<file path="src/rtl/scratch_pad_dma_pkg.sv">
// Shared scratch pad constants: geometry, byte packing offset and the burst engine state type.
package pkg_scratch_pad;

    localparam int InDWidth   = 8;
    localparam int Depth      = 4096;
    localparam int SramDepth  = 1024;
    localparam int Index      = $clog2(Depth);
    localparam int PackOffset = 1;

    typedef enum logic [2:0] {
        IDLE,
        ISSUE,
        WAIT,
        OUT,
        DONE
    } dma_state_e;

endpackage

</file>
<file path="src/rtl/scratch_pad_dma_if.sv">
// Core-side scratch pad port; the burst engine drives it as master, the pad answers as slave.
interface scratch_pad_dma_if #(
    parameter int DWidth = 32
);
    logic              request;
    logic [DWidth-1:0] addr;
    logic              write;
    logic [DWidth-1:0] write_data;
    logic [DWidth-1:0] read_data;
    logic              ready;

    modport master (
        output request, addr, write, write_data,
        input  read_data, ready
    );

    modport slave (
        input  request, addr, write, write_data,
        output read_data, ready
    );
endinterface

</file>
<file path="src/rtl/scratch_pad_dma.sv">
// Burst initiator: streams bytes into consecutive scratch pad words, or fetches words back
// out as a byte stream, one element per pad access.
module scratch_pad_dma
    import pkg_scratch_pad::*;
#(
    parameter int DWidth   = 32,
    parameter int LenWidth = 13
) (
    input  logic                clk_i,
    input  logic                rst_ni,
    input  logic                cmd_valid_i,
    output logic                cmd_ready_o,
    input  logic                cmd_write_i,
    input  logic [DWidth-1:0]   cmd_base_addr_i,
    input  logic [LenWidth-1:0] cmd_len_i,
    input  logic                wr_valid_i,
    input  logic [InDWidth-1:0] wr_data_i,
    output logic                wr_ready_o,
    output logic                rd_valid_o,
    output logic [InDWidth-1:0] rd_data_o,
    input  logic                rd_ready_i,
    scratch_pad_dma_if.master   sp,
    output logic                busy_o,
    output logic                done_o
);

    localparam int AddrLsb = 2;
    localparam int WordMsb = Index + AddrLsb - 1;

    dma_state_e          state_q, state_d;
    logic                write_q, write_d;
    logic [DWidth-1:0]   addr_q, addr_d;
    logic [LenWidth-1:0] cnt_q, cnt_d;
    logic [InDWidth-1:0] rd_data_q, rd_data_d;
    logic                advance;

    logic unused_bits;
    assign unused_bits = ^{cmd_base_addr_i[AddrLsb-1:0],
                           sp.read_data[DWidth-1:PackOffset+InDWidth],
                           sp.read_data[PackOffset-1:0]};

    always_comb begin
        state_d   = state_q;
        write_d   = write_q;
        addr_d    = addr_q;
        cnt_d     = cnt_q;
        rd_data_d = rd_data_q;
        advance   = 1'b0;
        case (state_q)
            IDLE: begin
                if (cmd_valid_i) begin
                    write_d = cmd_write_i;
                    addr_d  = {cmd_base_addr_i[DWidth-1:AddrLsb], {AddrLsb{1'b0}}};
                    cnt_d   = cmd_len_i;
                    state_d = (cmd_len_i == '0) ? DONE : ISSUE;
                end
            end
            ISSUE: begin
                if (!write_q || wr_valid_i) state_d = WAIT;
            end
            WAIT: begin
                if (sp.ready) begin
                    if (write_q) begin
                        advance = 1'b1;
                    end else begin
                        rd_data_d = sp.read_data[PackOffset +: InDWidth];
                        state_d   = OUT;
                    end
                end
            end
            OUT: begin
                if (rd_ready_i) advance = 1'b1;
            end
            DONE: state_d = IDLE;
            default: state_d = IDLE;
        endcase
        // Only the word index counts, so the address wraps inside the pad and keeps the upper base bits.
        if (advance) begin
            cnt_d                   = cnt_q - LenWidth'(1);
            addr_d[WordMsb:AddrLsb] = addr_q[WordMsb:AddrLsb] + Index'(1);
            state_d                 = (cnt_q == LenWidth'(1)) ? DONE : ISSUE;
        end
    end

    always_ff @(posedge clk_i) begin
        if (!rst_ni) begin
            state_q   <= IDLE;
            write_q   <= 1'b0;
            addr_q    <= '0;
            cnt_q     <= '0;
            rd_data_q <= '0;
        end else begin
            state_q   <= state_d;
            write_q   <= write_d;
            addr_q    <= addr_d;
            cnt_q     <= cnt_d;
            rd_data_q <= rd_data_d;
        end
    end

    // Address and direction stay on the bus through WAIT because the pad decodes the live address.
    always_comb begin
        cmd_ready_o   = 1'b0;
        wr_ready_o    = 1'b0;
        rd_valid_o    = 1'b0;
        rd_data_o     = '0;
        busy_o        = 1'b1;
        done_o        = 1'b0;
        sp.request    = 1'b0;
        sp.addr       = '0;
        sp.write      = 1'b0;
        sp.write_data = '0;
        case (state_q)
            IDLE: begin
                cmd_ready_o = 1'b1;
                busy_o      = 1'b0;
            end
            ISSUE: begin
                sp.addr  = addr_q;
                sp.write = write_q;
                if (write_q) begin
                    sp.request = wr_valid_i;
                    wr_ready_o = wr_valid_i;
                    if (wr_valid_i) sp.write_data[PackOffset +: InDWidth] = wr_data_i;
                end else begin
                    sp.request = 1'b1;
                end
            end
            WAIT: begin
                sp.addr  = addr_q;
                sp.write = write_q;
            end
            OUT: begin
                rd_valid_o = 1'b1;
                rd_data_o  = rd_data_q;
            end
            DONE: done_o = 1'b1;
            default: busy_o = 1'b1;
        endcase
    end

endmodule

</file>
<file path="src/flat_wrapper.sv">
// flat-port wrapper written by rule: the top's interface ports become plain ports
module scratch_pad_dma_flat import pkg_scratch_pad::*;
#(
    parameter int DWidth   = 32,
    parameter int LenWidth = 13
)
  (clk_i, rst_ni, cmd_valid_i, cmd_ready_o, cmd_write_i, cmd_base_addr_i, cmd_len_i, wr_valid_i, wr_data_i, wr_ready_o, rd_valid_o, rd_data_o, rd_ready_i, busy_o, done_o, sp_request, sp_addr, sp_write, sp_write_data, sp_read_data, sp_ready);
  scratch_pad_dma_if #(.DWidth(DWidth)) sp_i ();
  input  logic clk_i;
  input  logic rst_ni;
  input  logic cmd_valid_i;
  output logic cmd_ready_o;
  input  logic cmd_write_i;
  input  logic [DWidth-1:0] cmd_base_addr_i;
  input  logic [LenWidth-1:0] cmd_len_i;
  input  logic wr_valid_i;
  input  logic [InDWidth-1:0] wr_data_i;
  output logic wr_ready_o;
  output logic rd_valid_o;
  output logic [InDWidth-1:0] rd_data_o;
  input  logic rd_ready_i;
  output logic busy_o;
  output logic done_o;
  output wire logic [$bits(sp_i.request)-1:0] sp_request;
  output wire logic [$bits(sp_i.addr)-1:0] sp_addr;
  output wire logic [$bits(sp_i.write)-1:0] sp_write;
  output wire logic [$bits(sp_i.write_data)-1:0] sp_write_data;
  input wire logic [$bits(sp_i.read_data)-1:0] sp_read_data;
  input wire logic [$bits(sp_i.ready)-1:0] sp_ready;
  assign sp_request = sp_i.request;
  assign sp_addr = sp_i.addr;
  assign sp_write = sp_i.write;
  assign sp_write_data = sp_i.write_data;
  assign sp_i.read_data = sp_read_data;
  assign sp_i.ready = sp_ready;
  scratch_pad_dma #(.DWidth(DWidth), .LenWidth(LenWidth)) u_core (.clk_i(clk_i), .rst_ni(rst_ni), .cmd_valid_i(cmd_valid_i), .cmd_ready_o(cmd_ready_o), .cmd_write_i(cmd_write_i), .cmd_base_addr_i(cmd_base_addr_i), .cmd_len_i(cmd_len_i), .wr_valid_i(wr_valid_i), .wr_data_i(wr_data_i), .wr_ready_o(wr_ready_o), .rd_valid_o(rd_valid_o), .rd_data_o(rd_data_o), .rd_ready_i(rd_ready_i), .sp(sp_i), .busy_o(busy_o), .done_o(done_o));
endmodule
</file>
<file path="config.mk">
export PLATFORM = sky130hd
export DESIGN_NAME = scratch_pad_dma_flat
export DESIGN_NICKNAME = d
export VERILOG_FILES = /design/src/rtl/scratch_pad_dma_pkg.sv /design/src/rtl/scratch_pad_dma_if.sv /design/src/rtl/scratch_pad_dma.sv /design/src/flat_wrapper.sv
export SDC_FILE = /design/constraint.sdc
export NUM_CORES = 1
export LEC_CHECK = 0
export CORE_MARGIN = 5
export CORE_UTILIZATION = 42
export CTS_CLUSTER_SIZE = 25
export DETAILED_ROUTE_END_ITERATION = 10
export PLACE_DENSITY = 0.85
export SKIP_CTS_REPAIR_TIMING = 1
export SLEW_MARGIN = 25
export SYNTH_ARGS = -nofsm -noshare
export SYNTH_HDL_FRONTEND = slang
export SYNTH_SLANG_ARGS = --single-unit
</file>
<file path="constraint.sdc">
create_clock -name clk_i -period 4 [get_ports clk_i]
set_input_delay 0.6 -clock clk_i [delete_from_list [all_inputs] [get_ports clk_i]]
set_output_delay 0.6 -clock clk_i [all_outputs]
set_load 0.02 [all_outputs]
</file>
==> qor.yml <==
seqPwrFrac_pct: 41.8
cts-htree-levels: 2
cp_max_fo: 14
fmax_mhz: 311
synth_cell_types: 56
grt-ovfl-total: 0
syn_area_sq_um: 3120
worst-setup-path-type: "reg2out"
grt_pass1_wl_um: 13900
worst_ep_required_time_ns: 3.40
yosysMostFrequentCell: "nand2_1"
rrSetupSlack_ns: 1.83
setup_viol: 0
drt-vias-per-instance: 5.27
row_count: 31
die_h_um: 96.2
drive_gt1_share_pct: 4.01
fin_crit_ns: 3.21
first_iter_violations: 217
final_core_util_pct: 60.5
cts_buffer_depth: 2
syn_to_final_growth_pct: 40.7
avgRoutedWirePerCell_um: 14.9
async_flop_share_pct: 0
drc_errors: 0
switching_share_pct: 36.7
syn_inst: 391
drtPass1Iterations: 5
ys_seq_area_share_pct: 35.3
post-dp-hpwl_um: 6700
core_sq_um: 7250
finalHoldViolCount: 0
whs_ns: 0.456
status: "finished clean"
antenna_found_initial: 0
wl_um: 8920
maxSlewHeadroom_pct: 46.6
power_density_nw_per_um2: 371
io_pins: 171
n_fill_cell: 662
setup_slack_ns: 0.786
yosys.area.top_type: "dfxtp_1"
dieArea_sq_um: 9260
finalCritPeriodShare_pct: 80.4
port-buffer-count: 118
synth_seq_cells: 55
slew_violations: 0
synthTopCellsByArea: "dfxtp_1 (35%), and2_1 (9.2%), nand2_1 (6.9%), buf_4 (6.3%), a21oi_1 (6.1%)"
worst_pin_slew_ns: 0.801
yosys_warnings: 0
vias: 3149
maxCapViolations: 0
total_leakage_power_nw: 1.59
grt_max_degree: 33
pre_cts_ws_ns: 0.891
rsz0062_at_grt: "no"
fin_nets: 593
clkLatencyLatePin_ns: 0.31
grt_pass1_vias: 2902
internal-power_mw: 1.03
clkPwrFrac_pct: 20.8
tns_ns: 0
syn_area_per_cell_sq_um: 7.98
cts_tree: "built"
start_kind: "register"
synthTopCellsByCount: "nand2_1 (57), dfxtp_1 (55), and2_1 (46)"
clkSinkCount: 55
antenna_left: 0
worstPathArrival_ns: 2.61
power_frac_comb_pct: 37.4
synth-main-ff-cell: "dfxtp_1"
numCtsBuffers: 5
yosysTopAreaCellShare_pct: 35.3
finClkSkew_ns: 0.0104
critPathCaptureType: "output port"
start_util_pct: 43.0
die_w_um: 96.2
power.switching_mw: 0.598
totalPowerFinal_mw: 1.63
gp_congestion: 0.811
clk_pin_slew_worst_paths_ns: 0.11
ir_drop_mv: 0.209
antenna_cells: 0
min_path_type: "reg2reg"
synth_edf_count: 0
cts_root_buf: "clkbuf_8"
grt.total_usage_pct: 18.8
-- power groups by stage --
stage                     Clock (mW)  Sequential (mW)  Combinational, mW
after floorplan                    0            0.661              0.412
after global placement             0            0.686              0.591
after detailed placement           0            0.691              0.606
after CTS                      0.345            0.679              0.610
after global routing           0.375            0.692              0.667
final                          0.339            0.681              0.609
-- stage by stage --
step / cell area, sq um / instances
final: 4390 / 598
after global routing: 4390 / 598
after detailed placement: 4290 / 590
after floorplan: 3220 / 416
after global placement: 4280 / 590
after CTS: 4390 / 598
-- worst max-delay path, cell delays in order, from the launching register on --
cell and delay, ns:
dfxtp_1 0.70, nand2b_1 0.19, nor3_1 0.58, and2_1 0.22, clkdlybuf4s50_1 0.61
-- cell families (layout without fill, tap and decap cells) --
logic type	count (synthesis)	in the layout	share of synthesized area, %
compound gates	94	94	20.1
xor+xnor	1	1	0.281
fa+ha+maj	3	3	1.20
buf+inv	56	139	10.1
flops	55	55	35.3
mux	10	10	3.65
other cells	1	26	0.120
simple gates	171	171	29.3
-- path summary, 6_finish.rpt --
path              cells after the start                 to               from
setup / recovery                      4   sp_write_data[4]  u_core.state_q[0]
hold / removal                        2  u_core.addr_q[21]  u_core.addr_q[21]
setup reg to reg                      5  u_core.addr_q[12]  u_core.state_q[0]
hold reg to reg                       2  u_core.addr_q[21]  u_core.addr_q[21]
-- routing by layer --
metal	part of all wire, %	vias to the layer above	GRT usage (%)
li1	-	1541	-
met1	40	1470	23.7
met4	1.6	0	5.33
met5	0	-	0
met2	51	122	32.8
met3	7.1	16	2.97
-- sequential cells by signal (all words and copies together) (netlist names) --
signal,flops
u_core.cnt_q,13
u_core.addr_q,30
u_core.state_q,3
u_core.rd_data_q,8
u_core.write_q,1
-- cell usage in the layout (no fill, tap or decap), types with 2 or more instances in the layout --
cell | netlist | layout
a21o_1 | 2 | 2
o21ai_0 | 4 | 4
o21a_1 | 2 | 2
nor4_1 | 2 | 2
or4_1 | 3 | 3
a32oi_1 | 2 | 2
o211ai_1 | 10 | 10
o311ai_0 | 2 | 2
clkbuf_8 | 0 | 6
o31a_1 | 2 | 2
mux2i_1 | 8 | 8
a22oi_1 | 4 | 4
a21oi_1 | 38 | 38
a2bb2oi_1 | 3 | 3
conb_1 | 1 | 26
nor2_1 | 18 | 18
inv_1 | 8 | 8
or3_1 | 4 | 4
nand2b_1 | 4 | 4
nand3_1 | 9 | 9
or4b_1 | 2 | 2
dfxtp_1 | 55 | 55
buf_4 | 26 | 5
clkdlybuf4s50_1 | 0 | 118
o31ai_1 | 3 | 3
o2bb2a_1 | 3 | 3
a31oi_1 | 6 | 6
and4_1 | 2 | 2
o311ai_1 | 3 | 3
nor4b_4 | 1 | 2
nand2_1 | 57 | 57
nor3_1 | 11 | 11
a211oi_1 | 3 | 3
nand4_1 | 2 | 2
and2_1 | 46 | 46
ha_1 | 3 | 3
-- final cells by class --
cell class	instances	area (sq um)	area share [%]
Clock buffer	6	82.6	1.88
Clock inverter	2	20.0	0.456
Inverter	8	30.0	0.684
Multi-Input combinational cell	305	1820	41.3
Sequential cell	55	1100	25.1
Tap cell	99	124	2.82
Timing Repair Buffer	123	1220	27.7
Note: power is estimated with default switching activity, not from simulation.
